--- src/rtl/cpu_types_pkg.sv ---
// Shared CPU-wide types: machine word and the RAM handshake state.
package cpu_types_pkg;

   typedef logic [31:0] word_t;

   typedef enum logic [1:0] {
      FREE   = 2'd0,
      BUSY   = 2'd1,
      ACCESS = 2'd2,
      ERROR  = 2'd3
   } ramstate_t;

endpackage

--- src/rtl/mem_arbiter_pkg.sv ---
// Types and constants for the instruction/data RAM port arbiter.
package mem_arbiter_pkg;

   import cpu_types_pkg::*;

   typedef enum logic [1:0] {
      IDLE = 2'd0,
      IGNT = 2'd1,
      DGNT = 2'd2
   } arb_state_t;

   // Load value returned to the owner of a failed or timed-out transaction.
   localparam word_t BADLOAD = 32'hBAD1_BAD1;

endpackage

--- src/rtl/mem_arbiter_if.sv ---
// Bus bundle between the two requesters, the arbiter and the RAM model.
interface mem_arbiter_if;

   import cpu_types_pkg::*;

   // instruction requester
   logic      iREN;
   word_t     iaddr;
   logic      iwait;
   word_t     iload;

   // data requester
   logic      dREN;
   logic      dWEN;
   word_t     daddr;
   word_t     dstore;
   logic      dwait;
   word_t     dload;

   // RAM side
   logic      ramREN;
   logic      ramWEN;
   word_t     ramaddr;
   word_t     ramstore;
   word_t     ramload;
   ramstate_t ramstate;

   // sticky error flag
   logic      memerr;

   modport arb (
      input  iREN, iaddr, dREN, dWEN, daddr, dstore, ramload, ramstate,
      output iwait, iload, dwait, dload, ramREN, ramWEN, ramaddr, ramstore, memerr
   );

   modport ram (
      input  ramREN, ramWEN, ramaddr, ramstore,
      output ramload, ramstate
   );

   modport tb (
      output iREN, iaddr, dREN, dWEN, daddr, dstore, ramload, ramstate,
      input  iwait, iload, dwait, dload, ramREN, ramWEN, ramaddr, ramstore, memerr
   );

endinterface

--- src/rtl/mem_arbiter_watchdog.sv ---
// Grant watchdog: counts grant cycles without completion and flags expiry.
module arb_watchdog #(
   parameter int TIMEOUT = 64
) (
   input  logic CLK,
   input  logic RST,
   input  logic i_clr,
   input  logic i_en,
   output logic o_expire
);

   localparam int TW = (TIMEOUT > 1) ? $clog2(TIMEOUT) : 1;

   logic [TW-1:0] r_tcnt;

   // Clear while no grant is active; count each grant cycle that did not complete.
   always_ff @(posedge CLK) begin
      if (RST || i_clr) begin
         r_tcnt <= '0;
      end else if (i_en) begin
         r_tcnt <= r_tcnt + TW'(1);
      end
   end

   assign o_expire = (r_tcnt == TW'(TIMEOUT - 1));

endmodule

--- src/rtl/mem_arbiter.sv ---
// Arbitrates the single RAM port between instruction fetch and data access.
// Data has priority; a bounded streak of data grants forces an instruction
// grant, and a watchdog turns hung transactions into error completions.
module mem_arbiter
   import cpu_types_pkg::*;
   import mem_arbiter_pkg::*;
#(
   parameter int MAX_DSTREAK = 4,
   parameter int TIMEOUT     = 64
) (
   input  logic          CLK,
   input  logic          RST,
   mem_arbiter_if.arb    bus
);

   localparam int SW = $clog2(MAX_DSTREAK + 1);

   arb_state_t    r_state;
   logic [SW-1:0] r_dstreak;
   logic          r_memerr;

   logic w_dreq;
   logic w_ign;
   logic w_dgn;
   logic w_own_req;
   logic w_acc;
   logic w_err;
   logic w_done;
   logic w_expire;
   logic w_streak_full;

   assign w_dreq        = bus.dREN | bus.dWEN;
   assign w_ign         = (r_state == IGNT);
   assign w_dgn         = (r_state == DGNT);
   assign w_own_req     = (w_ign & bus.iREN) | (w_dgn & w_dreq);
   assign w_acc         = w_own_req & (bus.ramstate == ACCESS);
   assign w_err         = w_own_req & ~w_acc & ((bus.ramstate == ERROR) | w_expire);
   assign w_done        = w_acc | w_err;
   assign w_streak_full = (r_dstreak == SW'(MAX_DSTREAK));

   arb_watchdog #(
      .TIMEOUT (TIMEOUT)
   ) u_watchdog (
      .CLK      (CLK),
      .RST      (RST),
      .i_clr    (r_state == IDLE),
      .i_en     ((w_ign | w_dgn) & ~w_done),
      .o_expire (w_expire)
   );

   // Strobes follow the live request so a withdrawn request drops them at once.
   assign bus.ramREN   = (w_ign & bus.iREN) | (w_dgn & bus.dREN & ~bus.dWEN);
   assign bus.ramWEN   = w_dgn & bus.dWEN;
   assign bus.ramaddr  = w_ign ? bus.iaddr : (w_dgn ? bus.daddr : '0);
   assign bus.ramstore = w_dgn ? bus.dstore : '0;

   // Wait drops only in the owner's completion cycle.
   assign bus.iwait = bus.iREN & ~(w_ign & w_done);
   assign bus.dwait = w_dreq & ~(w_dgn & w_done);

   assign bus.iload = (w_ign & w_acc) ? bus.ramload : ((w_ign & w_err) ? BADLOAD : '0);
   assign bus.dload = (w_dgn & w_acc) ? bus.ramload : ((w_dgn & w_err) ? BADLOAD : '0);

   assign bus.memerr = r_memerr;

   // Grant sequencing, data-streak tracking and sticky error capture.
   always_ff @(posedge CLK) begin
      if (RST) begin
         r_state   <= IDLE;
         r_dstreak <= '0;
         r_memerr  <= 1'b0;
      end else begin
         case (r_state)
            IDLE: begin
               if (w_dreq && bus.iREN && w_streak_full) begin
                  r_state <= IGNT;
               end else if (w_dreq) begin
                  r_state <= DGNT;
               end else if (bus.iREN) begin
                  r_state <= IGNT;
               end
            end
            IGNT: begin
               if (!bus.iREN) begin
                  r_state <= IDLE;
               end else if (w_done) begin
                  r_state   <= IDLE;
                  r_dstreak <= '0;
                  if (w_err) r_memerr <= 1'b1;
               end
            end
            DGNT: begin
               if (!w_dreq) begin
                  r_state <= IDLE;
               end else if (w_done) begin
                  r_state <= IDLE;
                  if (w_err) r_memerr <= 1'b1;
                  if (!bus.iREN) begin
                     r_dstreak <= '0;
                  end else if (!w_streak_full) begin
                     r_dstreak <= r_dstreak + SW'(1);
                  end
               end
            end
            default: r_state <= IDLE;
         endcase
      end
   end

endmodule

--- src/flat_wrapper.sv ---
// flat-port wrapper written by rule: the top's interface ports become plain ports
module mem_arbiter_flat import cpu_types_pkg::*; import mem_arbiter_pkg::*;
#(
   parameter int MAX_DSTREAK = 4,
   parameter int TIMEOUT     = 64
)
  (CLK, RST, bus_iREN, bus_iaddr, bus_dREN, bus_dWEN, bus_daddr, bus_dstore, bus_ramload, bus_ramstate, bus_iwait, bus_iload, bus_dwait, bus_dload, bus_ramREN, bus_ramWEN, bus_ramaddr, bus_ramstore, bus_memerr);
  mem_arbiter_if bus_i ();
  input  logic CLK;
  input  logic RST;
  input wire logic [$bits(bus_i.iREN)-1:0] bus_iREN;
  input wire logic [$bits(bus_i.iaddr)-1:0] bus_iaddr;
  input wire logic [$bits(bus_i.dREN)-1:0] bus_dREN;
  input wire logic [$bits(bus_i.dWEN)-1:0] bus_dWEN;
  input wire logic [$bits(bus_i.daddr)-1:0] bus_daddr;
  input wire logic [$bits(bus_i.dstore)-1:0] bus_dstore;
  input wire logic [$bits(bus_i.ramload)-1:0] bus_ramload;
  input wire logic [$bits(bus_i.ramstate)-1:0] bus_ramstate;
  output wire logic [$bits(bus_i.iwait)-1:0] bus_iwait;
  output wire logic [$bits(bus_i.iload)-1:0] bus_iload;
  output wire logic [$bits(bus_i.dwait)-1:0] bus_dwait;
  output wire logic [$bits(bus_i.dload)-1:0] bus_dload;
  output wire logic [$bits(bus_i.ramREN)-1:0] bus_ramREN;
  output wire logic [$bits(bus_i.ramWEN)-1:0] bus_ramWEN;
  output wire logic [$bits(bus_i.ramaddr)-1:0] bus_ramaddr;
  output wire logic [$bits(bus_i.ramstore)-1:0] bus_ramstore;
  output wire logic [$bits(bus_i.memerr)-1:0] bus_memerr;
  assign bus_i.iREN = bus_iREN;
  assign bus_i.iaddr = bus_iaddr;
  assign bus_i.dREN = bus_dREN;
  assign bus_i.dWEN = bus_dWEN;
  assign bus_i.daddr = bus_daddr;
  assign bus_i.dstore = bus_dstore;
  assign bus_i.ramload = bus_ramload;
  assign bus_i.ramstate = bus_ramstate;
  assign bus_iwait = bus_i.iwait;
  assign bus_iload = bus_i.iload;
  assign bus_dwait = bus_i.dwait;
  assign bus_dload = bus_i.dload;
  assign bus_ramREN = bus_i.ramREN;
  assign bus_ramWEN = bus_i.ramWEN;
  assign bus_ramaddr = bus_i.ramaddr;
  assign bus_ramstore = bus_i.ramstore;
  assign bus_memerr = bus_i.memerr;
  mem_arbiter #(.MAX_DSTREAK(MAX_DSTREAK), .TIMEOUT(TIMEOUT)) u_core (.CLK(CLK), .RST(RST), .bus(bus_i));
endmodule
--- config.mk ---
export PLATFORM = sky130hd
export DESIGN_NAME = mem_arbiter_flat
export DESIGN_NICKNAME = d
export VERILOG_FILES = /design/src/rtl/cpu_types_pkg.sv /design/src/rtl/mem_arbiter_pkg.sv /design/src/rtl/mem_arbiter_if.sv /design/src/rtl/mem_arbiter_watchdog.sv /design/src/rtl/mem_arbiter.sv /design/src/flat_wrapper.sv
export SDC_FILE = /design/constraint.sdc
export NUM_CORES = 1
export LEC_CHECK = 0
export CORE_AREA = 2 2 103 105
export CTS_CLUSTER_DIAMETER = 30
export DETAILED_ROUTE_END_ITERATION = 7
export DIE_AREA = 0 0 105 107
export DONT_BUFFER_PORTS = 1
export PLACE_DENSITY = 0.37
export REMOVE_ABC_BUFFERS = 1
export SLEW_MARGIN = 5
export SYNTH_ARGS = -nofsm -noshare
export SYNTH_HDL_FRONTEND = slang
export SYNTH_HIERARCHICAL = 1
export SYNTH_SLANG_ARGS = --single-unit
--- constraint.sdc ---
create_clock -name CLK -period 4.2 [get_ports CLK]
set_input_delay 0.63 -clock CLK [delete_from_list [all_inputs] [get_ports CLK]]
set_output_delay 0.63 -clock CLK [all_outputs]
set_load 0.03 [all_outputs]
==> flow_metrics.tcl, run 1 <==
set metrics [dict create \
    synthMuxAreaShare_pct 1.09 \
    yosys.area_share.xor_xnor_pct 1.90 \
    ys_warn_count 6 \
    synthSimpleGateAreaFrac_pct 33.9 \
    syn_area_mm2 0.00184 \
    cts-htree-levels 1 \
    clk_pin_slew_ps 60 \
    io_buffers 0 \
    tightestPinTransition_ps 1050 \
    hold_ws_ps 453 \
    layout_commonest_cell "and2_1" \
    hp-class "in -> reg" \
    reg2reg_to "u_core/u_watchdog/r_tcnt[5]$_SDFFE_PP0P_" \
    hold_depth 1 \
    clk_latency_ps 240 \
    via_count 1895 \
    finalInstanceArea_mm2 0.00194 \
    run_status "finished, final reports clean" \
    p_leak_nw 0.821 \
    synthAdderAreaFrac_pct 4.75 \
    wl_per_cell_um 21.4 \
    yosysSeqAreaShare_pct 13.0 \
    cts-buffers-inserted 3 \
    chipWidth_um 105 \
    start_util_pct 18.3 \
    cp_data_arrival_time_ps 2520 \
    place_area_mm2 0.00189 \
    firstDrtPassIters 4 \
    grt_pass1_vias 1549 \
    avgSynthCellArea_um2 7.46 \
    grtUsageTotal_pct 12.1 \
    whs_endpoint "u_core/bus.memerr$_SDFFE_PP0P_" \
    final_cell_mix "35 x and2_1, 34 x o21a_1, 33 x a22o_1, 28 x and3_1, 13 x nor2_1" \
    timing_hold_violations_final 0 \
    fin_crit_ps 3150 \
    synth-edff-count 0 \
    cts_setup_buffers 0 \
    grt_pass1_wl_um 10200 \
    drv_cap 0 \
    drv_slew 0 \
    synth_top_family_by_area "compound AO/OA/AOI/OAI gates" \
    core_mm2 0.0101 \
    ff_latch_area_um2 240 \
    ir_worst_vdd_v 0.000199 \
    path_cells "inv_1 > ha_1 > o21ai_2 > and2_4 > or2_1 > o21a_1" \
    area_growth_pct 5.50 \
    fmax_mhz 317 \
    die_h_um 107 \
    hpwl_um 6670 \
    crit_slowest_cell "or2_1" \
    cts_hold_buf 0 \
    synth_cells 247 \
    power_density_mw_per_mm2 251 \
    synth_seq_cells 12 \
    fin_crit_sh_pct 75.1 \
    layout.nets 372 \
    cpPeakStageDelay_ps 800 \
    clock_path_buffers 2 \
    antenna_found_initial 2 \
    fill_cells 1115 \
    grt_setup_unrepaired "false" \
    drt_wl_total_um 7840 \
    synth_compound_area_share_pct 35.2 \
    cp_max_fo 34 \
    drc 0 \
    async_flop_share_pct 0 \
    cts-root-buf "clkbuf_8" \
    cts_resized 0 \
    grt_max_degree 50 \
    min-delay-start "RST" \
    r2r_cells 9 \
    clock-sinks 12 \
    gp_congestion 0.858 \
    start_kind "flip-flop" \
    worstReg2RegStart "u_core/u_watchdog/r_tcnt[0]$_SDFFE_PP0P_" \
    antenna_left 0 \
    multi_input_area_mm2 0.00142 \
    finalSetupViolCount 0 \
    grt_overflow 0 \
    setup_tns_ps 0 \
    r2r_slack_ps 1920 \
    drtIter0Drc 97 \
    cts_tree "built" \
    dieArea_mm2 0.0112 \
    end_kind "output port" \
    layout-drive-gt1-share_pct 7.86 \
    critPathKind "reg -> out" \
    ys.flop_type "dfxtp_1" \
    routed_via_density 5.18 \
    ioPinCount 268 \
    num_rows 37 \
    maxSlewHeadroom_pct 29.9 \
    finalClockSkew_ps 3.69 \
    yosys.cell_types.count 39 \
    required_ps 3570 \
]
## report_power, final
part           switching [mW]  internal [mW]
Sequential            0.00477          0.117
Clock                  0.0446         0.0828
Combinational           0.188         0.0507
Total                   0.237          0.250
## worst max-delay path by stage
stage,from,end,slack [ps],cells after the start
after global routing,u_core/r_state[0]$_SDFFE_PP0P_,bus_iload[4],890,6
final,u_core/r_state[0]$_SDFFE_PP0P_,bus_dload[23],1050,6
after floorplan,u_core/r_state[0]$_SDFFE_PP0P_,bus_ramaddr[0],790,4
after CTS,u_core/r_state[0]$_SDFFE_PP0P_,bus_dload[6],1040,6
after global placement,u_core/r_state[1]$_SDFFE_PP0P_,bus_iload[31],1420,5
after detailed placement,u_core/r_state[0]$_SDFFE_PP0P_,bus_iload[27],1320,6
## registers in the layout, indices dropped and copies added (netlist names)
signal                    cells
u_core/bus.memerr             1
u_core/r_dstreak              3
u_core/r_state                2
u_core/u_watchdog/r_tcnt      6
## cell usage after synthesis, drive strengths merged (2+ instances only)
cell type  count  area [um2]
nand3          2        10.0
o21a          34         255
nand4          3        25.0
a31oi          2        12.5
dfxtp         12         240
and3          29         183
a21oi          5        25.0
nand2          8        32.5
or2            2        12.5
ha             7        87.6
buf           12         106
a32o           2        20.0
mux2i          2        20.0
inv            7        26.3
o21ai          5        28.8
nand2b         2        12.5
nor2b          4        25.0
nor2          14        60.1
clkbuf        14        52.6
and2          36         228
a22o          33         289
nor3           3        15.0
xor2           3        26.3
## layer usage
metal	global-route usage [%]	wire length, um
met5	0	13
met4	4.38	232
met1	15.2	3180
met2	19.7	3800
met3	3.34	606
## per-stage QoR
stage,setup slack [ps],power (mW),utilization (%),std cells
final,1050,0.487,19.3,366
after detailed placement,1320,0.362,18.7,361
after CTS,1040,0.494,19.2,365
after global placement,1420,0.362,18.7,361
after global routing,888,0.510,19.3,366
after floorplan,789,0.331,-,221
## critical path, delay by kind of cell (launching register included)
kind                       cells  cell delay (ps)
AOI/OAI and AO/OA              2              500
adders and majority gates      1              310
buffers and inverters          1               80
DFF                            1              400
and+or+nand+nor                2              980
## cells by family (layout without fill, tap and decap cells)
family / Yosys count / count (layout)
buffers and inverters: 33 / 15
adder cells (fa/ha/maj): 7 / 7
other: 0 / 1
AO/OA/AOI/OAI: 83 / 83
AND/OR/NAND/NOR: 106 / 106
XOR/XNOR: 4 / 4
flip-flops: 12 / 12
multiplexers: 2 / 2
## area by class of cell
class / count / area share (%)
antenna: 1 / 0.129
clock buffer: 4 / 2.83
inverter: 7 / 1.35
multi-input combinational: 202 / 73.0
sequential: 12 / 12.4
tap: 136 / 8.75
timing repair buffer: 4 / 1.54
No activity file was read; power rests on OpenSTA's default activity.
==> run 2: changes to the inputs <==
- PLACE_DENSITY: 0.37 -> 0.38
- clock period: 4.2 -> 2.6 ns (I/O delays scaled with it)
==> run 2 against run 1 <==
Highest routed layer unchanged. Power up 79%. Cell area up 30%. Count of clock-buffer cells in the layout did not move. First-iteration DRC count rose by 22%. Setup slack worse by 900 ps. Largest cell class unchanged. Sequential cell count stayed put. Core utilization grew 5.9 points. Clock power up 59%. Via count rose by 7.4%. Critical endpoint is now bus_iload[12]. Register-to-register slack got worse by 1400 ps. Critical path depth up 2.
==> flow_metrics.tcl, run 2 (same netlist as run 1, synthesis figures left out) <==
set metrics [dict create \
    hp-class "in -> reg" \
    dieArea_mm2 0.0112 \
    drv_slew 0 \
    grtUsageTotal_pct 12.4 \
    grt_max_degree 48 \
    hpwl_um 6850 \
    cp_data_arrival_time_ps 2070 \
    layout-drive-gt1-share_pct 29.5 \
    finalInstanceArea_mm2 0.00254 \
    clock_path_buffers 2 \
    run_status "finished, final reports clean" \
    reg.largest.list "u_core/u_watchdog/r_tcnt (6), u_core/r_dstreak (3), u_core/r_state (2)" \
    required_ps 2210 \
    grt_overflow 0 \
    chipWidth_um 105 \
    drt_wl_total_um 8110 \
    timing_hold_violations_final 0 \
    end_kind "output port" \
    largest_reg_flops 6 \
    num_rows 37 \
    cts_hold_buf 0 \
    routed_via_density 4.69 \
    via_count 2035 \
    cts-htree-levels 1 \
    grt_setup_unrepaired "false" \
    grt_pass1_vias 1704 \
    clock-sinks 12 \
    wl_per_cell_um 18.7 \
    drc 0 \
    final_cell_mix "67 x buf_4, 34 x and2_1, 34 x o21a_1, 33 x a22o_1, 28 x and3_1" \
    layout.nets 441 \
    io_buffers 0 \
    place_area_mm2 0.00248 \
    drv_cap 0 \
    maxSlewHeadroom_pct 63.8 \
    fin_crit_sh_pct 94.6 \
    ioPinCount 268 \
    start_kind "flip-flop" \
    cts_tree "built" \
    die_h_um 107 \
    layout_commonest_cell "buf_4" \
    firstDrtPassIters 4 \
    cts-root-buf "clkbuf_8" \
    drtIter0Drc 118 \
    antenna_found_initial 2 \
    power_mw 0.874 \
    finalClockSkew_ps 2.83 \
    fmax_mhz 407 \
    grt_pass1_wl_um 10800 \
    core_mm2 0.0101 \
    start_util_pct 18.3 \
    p_leak_nw 1.21 \
    antenna_left 0 \
    tightestPinTransition_ps 540 \
    clk_pin_slew_ps 50 \
    area_growth_pct 37.6 \
    cts-buffers-inserted 3 \
    clk_latency_ps 240 \
    power_density_mw_per_mm2 345 \
    antenna_cells 0 \
    ir_worst_vdd_v 0.000225 \
    gp_congestion 0.830 \
    cp_max_fo 15 \
    top_register "u_core/u_watchdog/r_tcnt" \
    finalSetupViolCount 0 \
    critPathKind "reg -> out" \
    fin_crit_ps 2460 \
]
## run 2: stage by stage
step / cells / TNS, ps / worst slack (ps) / hold slack, ps / util (%)
after floorplan: 221 / -28290 / -571 / 454 / -
after global placement: 430 / 0 / 440 / 466 / 24.6
after detailed placement: 430 / 0 / 371 / 467 / 24.6
after CTS: 434 / 0 / 108 / 210 / 25.1
after global routing: 434 / 0 / 52.0 / 203 / 25.1
final: 434 / 0 / 142 / 216 / 25.1
## run 2: area by class of cell
cell class | count | area (um2)
Tap cell | 136 | 170
Multi-Input combinational cell | 202 | 1420
Clock buffer | 4 | 55.1
Fill cell | 1112 | 7560
Timing Repair Buffer | 73 | 623
Inverter | 7 | 26.3
Sequential cell | 12 | 240
## run 2: path summary, 6_finish.rpt
check | from | endpoint | slack [ps] | depth (start not counted)
worst max-delay path | u_core/u_watchdog/r_tcnt[0]$_SDFFE_PP0P_ | bus_iload[12] | 140 | 8
worst min-delay path | RST | u_core/bus.memerr$_SDFFE_PP0P_ | 220 | 1
worst max register to register | u_core/u_watchdog/r_tcnt[0]$_SDFFE_PP0P_ | u_core/u_watchdog/r_tcnt[5]$_SDFFE_PP0P_ | 510 | 9
worst min register to register | u_core/r_dstreak[1]$_SDFFE_PP0P_ | u_core/r_dstreak[1]$_SDFFE_PP0P_ | 490 | 2
## run 2: what timing repair did
item,CTS,global route
setup endpoints to repair,0,6
resized for setup,0,1
buffers inserted,0,0
hold endpoints to repair,0,0
## run 2: worst max-delay path: stages, from the launching register on
cell,delay [ps]
dfxtp_1,380
ha_1,210
nand3_1,80
nor2_1,90
nor2_1,90
a21oi_1,220
and2_2,280
buf_12,160
o21a_1,310
## run 2: per-layer routing
metal,share of wire (%),track usage [%]
met1,42,16.2
met2,48,20.5
met3,9.1,4.44
met4,0.28,1.14
met5,0.16,0
## run 2: power breakdown
group / internal (mW) / leakage, nW / switching (mW) / total, mW
clock network: 0.134 / 0.0288 / 0.0681 / 0.202
registers: 0.189 / 0.0972 / 0.00792 / 0.197
logic: 0.156 / 1.08 / 0.320 / 0.476
